### config.mk
export PLATFORM = sky130hd
export DESIGN_NAME = bar_led_serializer
export DESIGN_NICKNAME = d
export VERILOG_FILES = /design/src/rtl/bar_led_serializer.sv
export SDC_FILE = /design/constraint.sdc
export NUM_CORES = 1
export LEC_CHECK = 0
export CORE_MARGIN = 2
export CORE_UTILIZATION = 45
export DETAILED_ROUTE_END_ITERATION = 8
export DONT_BUFFER_PORTS = 1
export HOLD_SLACK_MARGIN = 0.06
export PLACE_DENSITY_LB_ADDON = 0.15
export SLEW_MARGIN = 20
export SYNTH_ARGS = -nofsm -noshare
export SYNTH_HDL_FRONTEND = slang
export SYNTH_SLANG_ARGS = --single-unit
### constraint.sdc
create_clock -name clk -period 2.9 [get_ports clk]
set_input_delay 0.725 -clock clk [delete_from_list [all_inputs] [get_ports clk]]
set_output_delay 0.725 -clock clk [all_outputs]
set_load 0.01 [all_outputs]
### src/rtl/bar_led_serializer.sv
// Serializes one indicator bar array per ready/valid transfer onto a 74HC595-style
// chain: o_sdata/o_sclk for every bit, then an o_latch pulse.
//
// state    | meaning
// ---------+-------------------------------------------------------------
// IDLE     | waiting for an array; i_ready high
// SHIFT_LO | o_sclk low, current bit on o_sdata (setup phase)
// SHIFT_HI | o_sclk high, o_sdata held (LED registers sample on the rise)
// LATCH    | o_latch high for latch_cycles cycles, then back to IDLE
module bar_led_serializer #(
    parameter int width        = 32,
    parameter int clk_div      = 4,
    parameter int latch_cycles = 2,
    parameter int msb_first    = 1
) (
    input  logic             clk,
    input  logic             reset,
    input  logic             i_valid,
    output logic             i_ready,
    input  logic [width-1:0] i_array,
    output logic             o_sclk,
    output logic             o_sdata,
    output logic             o_latch,
    output logic             o_busy
);

    localparam int IW = $clog2(width);
    localparam int DW = $clog2(clk_div + 1);
    localparam int LW = $clog2(latch_cycles + 1);

    localparam logic [IW-1:0] IDX_LAST = IW'(width - 1);
    localparam logic [DW-1:0] DIV_LAST = DW'(clk_div - 1);
    localparam logic [LW-1:0] LAT_LOAD = LW'(latch_cycles - 1);

    localparam logic [1:0] IDLE     = 2'd0;
    localparam logic [1:0] SHIFT_LO = 2'd1;
    localparam logic [1:0] SHIFT_HI = 2'd2;
    localparam logic [1:0] LATCH    = 2'd3;

    logic [1:0]       state;
    logic [width-1:0] shift_reg;
    logic [width-1:0] shift_next;
    logic [IW-1:0]    bit_idx;
    logic [DW-1:0]    div_cnt;
    logic [LW-1:0]    lat_cnt;
    logic             accept_bit;
    logic             next_bit;
    logic             div_tc;

    assign i_ready = (state == IDLE);
    assign div_tc  = (div_cnt == DIV_LAST);

    // The bit on the wire is always the head of shift_reg; shifting moves the
    // following bit into the head position.
    always_comb begin
        accept_bit = i_array[0];
        next_bit   = shift_reg[1];
        shift_next = {1'b0, shift_reg[width-1:1]};
        if (msb_first != 0) begin
            accept_bit = i_array[width-1];
            next_bit   = shift_reg[width-2];
            shift_next = {shift_reg[width-2:0], 1'b0};
        end
    end

    always_ff @(posedge clk or negedge reset) begin
        if (!reset) begin
            state     <= IDLE;
            shift_reg <= '0;
            bit_idx   <= '0;
            div_cnt   <= '0;
            lat_cnt   <= '0;
            o_sclk    <= 1'b0;
            o_sdata   <= 1'b0;
            o_latch   <= 1'b0;
            o_busy    <= 1'b0;
        end else begin
            case (state)
                IDLE: begin
                    if (i_valid) begin
                        shift_reg <= i_array;
                        bit_idx   <= '0;
                        div_cnt   <= '0;
                        o_sdata   <= accept_bit;
                        o_sclk    <= 1'b0;
                        o_busy    <= 1'b1;
                        state     <= SHIFT_LO;
                    end
                end
                SHIFT_LO: begin
                    if (div_tc) begin
                        div_cnt <= '0;
                        o_sclk  <= 1'b1;
                        state   <= SHIFT_HI;
                    end else begin
                        div_cnt <= div_cnt + DW'(1);
                    end
                end
                SHIFT_HI: begin
                    if (div_tc) begin
                        div_cnt <= '0;
                        o_sclk  <= 1'b0;
                        if (bit_idx == IDX_LAST) begin
                            o_sdata <= 1'b0;
                            o_latch <= 1'b1;
                            lat_cnt <= LAT_LOAD;
                            state   <= LATCH;
                        end else begin
                            shift_reg <= shift_next;
                            bit_idx   <= bit_idx + IW'(1);
                            o_sdata   <= next_bit;
                            state     <= SHIFT_LO;
                        end
                    end else begin
                        div_cnt <= div_cnt + DW'(1);
                    end
                end
                LATCH: begin
                    if (lat_cnt == '0) begin
                        o_latch <= 1'b0;
                        o_busy  <= 1'b0;
                        state   <= IDLE;
                    end else begin
                        lat_cnt <= lat_cnt - LW'(1);
                    end
                end
                default: state <= IDLE;
            endcase
        end
    end

endmodule

==> out/metrics.yaml, run 1 <==
synth-edff-count: 0
grt_util_all_layers_pct: 16.10
post_cts_resized: 0
timing.fmax_mhz: 420.9
hold_viol_final: 0
grt_pass1_vias: 1695
dieHeight_um: 78.69
die_area_um2: 6191
reg2reg_to: "shift_reg[6]$_DFFE_PN0P_"
clockPowerShare_pct: 15.1
n_antenna_cell: 0
root_buffer: "clkbuf_8"
routed_wirelength_um: 4681
start_util_pct: 46.15
viasPerCell: 5.665
ff2ff_setup_slack_ps: 520
critical_path.startpoint: "bit_idx[0]$_DFFE_PN0P_"
drtPass1Iterations: 4
synth.top_cell.area_share_pct: 46.86
power_mw: 3.094
synth_top_area_cell: "dfrtp_1"
switching_share_pct: 33.51
ys_types: 39
grt_start_max_net_pins: 48
reg2regPathDepth: 7
die_x_um: 78.69
synth-seq-area-share_pct: 46.86
slew_headroom_pct: 72.53
hpwl_um: 3231
status: "finished clean"
cp.arrival_ps: 2560
required_ps: 3080
ys_warn_count: 0
async_flop_share_pct: 100.0
drtIter0Drc: 93
tns_ps: 0
regToRegStartpoint: "bit_idx[0]$_DFFE_PN0P_"
synthCells: 199
final_nets: 243
cts_setup_buffers: 0
rsz0062_at_grt: "no"
path_clk_slew_ps: 90
worstSetupStartpointType: "flop"
finalSetupViolCount: 0
largest_reg_flops: 31
area_growth_pct: 6.979
remaining_drc_errors: 0
overflow: 0
synth_common_cells: "60 x mux2_2, 47 x dfrtp_1, 8 x ha_1, 8 x inv_1, 7 x nand2_1"
core_area_um2: 5439
vdd_drop_max_v: 0.0004590
clockBufferDepth: 2
pwr-share-comb_pct: 47.5
max_slew.worst_pin.slew_ps: 412.1
synth.most_common_cell: "mux2_2"
power_density_nw_per_um2: 1152
syn_avg_cell_area_um2: 12.61
drive_above_1_share_pct: 37.00
fin_crit_ps: 2376
io_pins: 40
internal_power_mw: 2.057
vias: 1541
synth-main-ff-cell: "dfrtp_1"
leakage_nw: 1.108
maxCapViolCount: 0
seqPwrFrac_pct: 37.3
tritoncts: "built"
period_share_pct: 81.93
gp_congestion: 0.7191
io_buffer_count: 0
worstSetupPathType: "flop to flop"
worst-path-max-fanout: 33
cts_hold_buf: 0
synth_area_leaders: "dfrtp_1 47%, mux2_2 27%, ha_1 4.0%, o2bb2ai_1 1.4%, buf_6 1.3%"
endpoint: "shift_reg[6]$_DFFE_PN0P_"
clk_latency_ps: 290
skew_ps: 5.928
h-tree-depth: 2
ant_nets: 0
fin_util_pct: 49.37
rows: 27
dp.cells: 265
synth_nets: 242
antenna_found_initial: 0
cp-end-kind: "flop"
grt_pass1_wl_um: 7872
numCtsBuffers: 5
stdcell_count: 272
clkSinkCount: 47
wl_per_cell_um: 17.21
synthesis.area_um2: 2510
ys_ff_latch: 47
p_sw_mw: 1.037
holdCritPathClass: "primary input to asynchronous set/reset pin"
maxSlewViolCount: 0
## through the flow
stage | worst slack [ps] | area (um2) | hold WS (ps)
after floorplan | 654.9 | 2510 | 429.4
after global placement | 618.5 | 2582 | 430.6
after detailed placement | 554.6 | 2582 | 430.5
after CTS | 534.5 | 2685 | 106.1
after global routing | 437.3 | 2685 | 95.09
final | 524.1 | 2685 | 116.6
## power groups by stage
| stage | Clock, mW | Sequential, mW | Combinational (mW) |
|---|---|---|---|
| floorplan | 0 | 1.11 | 1.27 |
| global route | 0.509 | 1.21 | 1.61 |
| finish | 0.468 | 1.16 | 1.47 |
| CTS | 0.478 | 1.16 | 1.49 |
| global placement | 0 | 1.15 | 1.41 |
| detailed placement | 0 | 1.17 | 1.48 |
## worst min-delay path by stage
stage           from                      to  depth (start not counted)
6_report       reset     o_latch$_DFFE_PN0P_                          0
3_5_place_dp   reset     o_latch$_DFFE_PN0P_                          0
2_1_floorplan  reset  bit_idx[0]$_DFFE_PN0P_                          0
5_1_grt        reset  bit_idx[1]$_DFFE_PN0P_                          0
4_1_cts        reset  lat_cnt[1]$_DFFE_PN0P_                          0
3_3_place_gp   reset     o_latch$_DFFE_PN0P_                          0
## placed cells by master (no fill, tap or decap), types with 4 or more instances in the layout
| cell type | count |
|---|---|
| mux2_2 | 60 |
| dfrtp_1 | 47 |
| inv_1 | 8 |
| nand2_1 | 7 |
| ha_1 | 7 |
| clkbuf_8 | 5 |
| nor2b_1 | 4 |
| nor2_1 | 4 |
| o2bb2ai_1 | 4 |
## final cells by class
class,count,area [um2]
inverters,8,30.03
well taps,72,90.09
clock buffers,6,72.57
repair buffers,4,42.54
clock inverters,1,30.03
multi-input cells,134,1244
fillers,490,2754
flip-flops and latches,47,1176
## metal layers
| layer | track usage (%) | wire length [um] |
|---|---|---|
| met5 | 0 | 0 |
| met4 | 4.561 | 38 |
| met3 | 4.368 | 205 |
| met2 | 28.21 | 2425 |
| met1 | 19.35 | 2012 |
## critical path: stages, from the launching register on
cell and delay [ps]:
dfrtp_1 410, ha_1 210, and3_1 180, ha_1 250, or3b_4 430, a21oi_4 180, buf_12 220, mux2_2 360
## logic make-up (layout without fill, tap and decap cells)
group | count (synthesis) | count (layout) | synth area share [%]
muxes | 64 | 64 | 28.61
adders and majority gates | 8 | 8 | 3.988
and+or+nand+nor | 33 | 33 | 7.527
AOI/OAI and AO/OA | 29 | 29 | 9.322
DFF | 47 | 47 | 46.86
buffers and inverters | 18 | 19 | 3.689
(Power assumes the default switching activity.)
==> run 2: changes to the inputs <==
- clock period: 2.9 -> 2.4 ns (I/O delays scaled with it)
==> out/metrics.yaml, run 2 (synthesis gave the netlist of run 1 again) <==
dp.cells: 268  # +1.1%
dieHeight_um: 78.69  # unchanged
grt_start_max_net_pins: 48  # unchanged
regToRegStartpoint: "bit_idx[0]$_DFFE_PN0P_"
rows: 27  # unchanged
h-tree-depth: 2  # unchanged
crit_slowest_cell: "dfrtp_1"
drtPass1Iterations: 4  # unchanged
power_density_nw_per_um2: 1380  # +20%
layout_commonest_cell: "mux2_2"
hold_viol_final: 0  # unchanged
routed_wirelength_um: 4590  # -1.9%
gp_congestion: 0.7846  # +9.1%
worst-path-max-fanout: 33  # unchanged
leakage_nw: 1.144  # +3.2%
holdCritPathClass: "primary input to asynchronous set/reset pin"
n_antenna_cell: 0  # unchanged
tns_ps: 0  # unchanged
wl_per_cell_um: 16.57  # -3.7%
max_slew.worst_pin.slew_ps: 502.6  # +90.55 ps
worstSetupStartpointType: "flop"
root_buffer: "clkbuf_8"
path_clk_slew_ps: 90  # about the same
die_x_um: 78.69  # unchanged
fin_util_pct: 50.61  # +1.2 points
remaining_drc_errors: 0  # unchanged
skew_ps: 11.22  # +5.292 ps
clk_latency_ps: 300  # about the same
hpwl_um: 3276  # +1.4%
drive_above_1_share_pct: 39.51  # +2.5 points
grt_pass1_wl_um: 7810  # -0.79%
required_ps: 2580  # -500 ps
ant_nets: 0  # unchanged
viasPerCell: 5.578  # -1.6%
drtIter0Drc: 67  # -28%
maxSlewViolCount: 0  # unchanged
antenna_found_initial: 0  # unchanged
worstSetupPathType: "flop to flop"
die_area_um2: 6191  # unchanged
stdcell_count: 277  # +1.8%
io_pins: 40  # unchanged
period_share_pct: 96.26  # +14 points
numCtsBuffers: 5  # unchanged
vdd_drop_max_v: 0.0005394  # +18%
fin_crit_ps: 2310  # -65.62 ps
maxCapViolCount: 0  # unchanged
finalSetupViolCount: 0  # unchanged
io_buffer_count: 0  # unchanged
cp.arrival_ps: 2490  # -70 ps
area_growth_pct: 9.671
largest_reg_flops: 31  # unchanged
vias: 1545  # +0.26%
whs_ps: 118.3  # +1.783 ps
start_util_pct: 46.15  # unchanged
tritoncts: "built"
fillCellCount: 481  # -1.8%
rsz0062_at_grt: "no"
clkSinkCount: 47  # unchanged
timing.fmax_mhz: 432.9  # +2.8%
ff2ff_setup_slack_ps: 90  # -430 ps
reg2reg_to: "shift_reg[21]$_DFFE_PN0P_"
cp-end-kind: "flop"
status: "finished clean"
grt_util_all_layers_pct: 16.30  # +0.20 points
power_mw: 3.797  # +23%
crit_chain: "ha_2 > and3_1 > ha_1 > or3b_4 > a21oi_4 > buf_12 > mux2_2"
overflow: 0  # unchanged
clockBufferDepth: 2  # unchanged
reg2regPathDepth: 7  # unchanged
final_nets: 247  # +1.6%
slew_headroom_pct: 65.63  # -6.9 points
final_cell_mix: "60 x mux2_2, 47 x dfrtp_1, 8 x inv_1, 7 x nand2_1"
core_area_um2: 5439  # unchanged
grt_pass1_vias: 1722  # +1.6%
cpPeakStageDelay_ps: 430  # about the same
[run 2: cell count changes in the layout (fill, tap and decap cells not counted)]
cell and delta:
clkinv_2 +1, ha_2 +1, buf_16 +1, buf_4 +3, clkbuf_1 -1, clkbuf_8 +1, ha_1 -1
[run 2: timing repair]
action	4_1_cts	5_1_grt
setup endpoints to repair	0	3
hold buffers	1	0
hold endpoints to repair	47	0
resized for setup	0	1
setup buffers	0	0
[run 2: layout make-up]
cell class	instances	area, um2	share of cell area (%)
Clock buffer	6	82.58	3.000
Timing Repair Buffer	8	92.59	3.364
Inverter	8	30.03	1.091
Sequential cell	47	1176	42.73
Multi-Input combinational cell	134	1246	45.27
Tap cell	72	90.09	3.273
Clock inverter	2	35.03	1.273
[run 2: metal layers]
layer	GRT usage [%]	vias to the layer above	share of wire (%)
li1	-	738	-
met1	17.97	769	42
met2	28.89	29	51
met3	4.368	9	4.5
met4	7.895	0	2.4
met5	0	-	0
[run 2: worst max path at each step]
stage	from	endpoint	slack (ps)	cells after the start
3_3_place_gp	bit_idx[0]$_DFFE_PN0P_	shift_reg[1]$_DFFE_PN0P_	180	7
2_1_floorplan	bit_idx[0]$_DFFE_PN0P_	shift_reg[10]$_DFFE_PN0P_	150	7
4_1_cts	bit_idx[0]$_DFFE_PN0P_	shift_reg[21]$_DFFE_PN0P_	80	7
5_1_grt	bit_idx[0]$_DFFE_PN0P_	shift_reg[4]$_DFFE_PN0P_	30	7
3_5_place_dp	bit_idx[0]$_DFFE_PN0P_	shift_reg[21]$_DFFE_PN0P_	100	7
6_report	bit_idx[0]$_DFFE_PN0P_	shift_reg[21]$_DFFE_PN0P_	90	7
[run 2: metrics by stage]
step                setup WS, ps  area [um2]
floorplan                  154.9        2510
global placement           179.8        2605
detailed placement         102.4        2605
global route               31.80        2753
CTS                        77.71        2750
finish                     89.75        2753
[run 2: power breakdown]
group,internal (mW),switching (mW)
sequential,1.17,0.228
clock,0.337,0.265
combinational,1.02,0.770
[run 2: critical path: cells and delay by family (launching register included)]
kind	cells	cell delay [ps]
AND/OR/NAND/NOR	2	600
flip-flops	1	430
adder cells (fa/ha/maj)	2	390
multiplexers	1	360
buffers and inverters	1	220
AO/OA/AOI/OAI	1	180
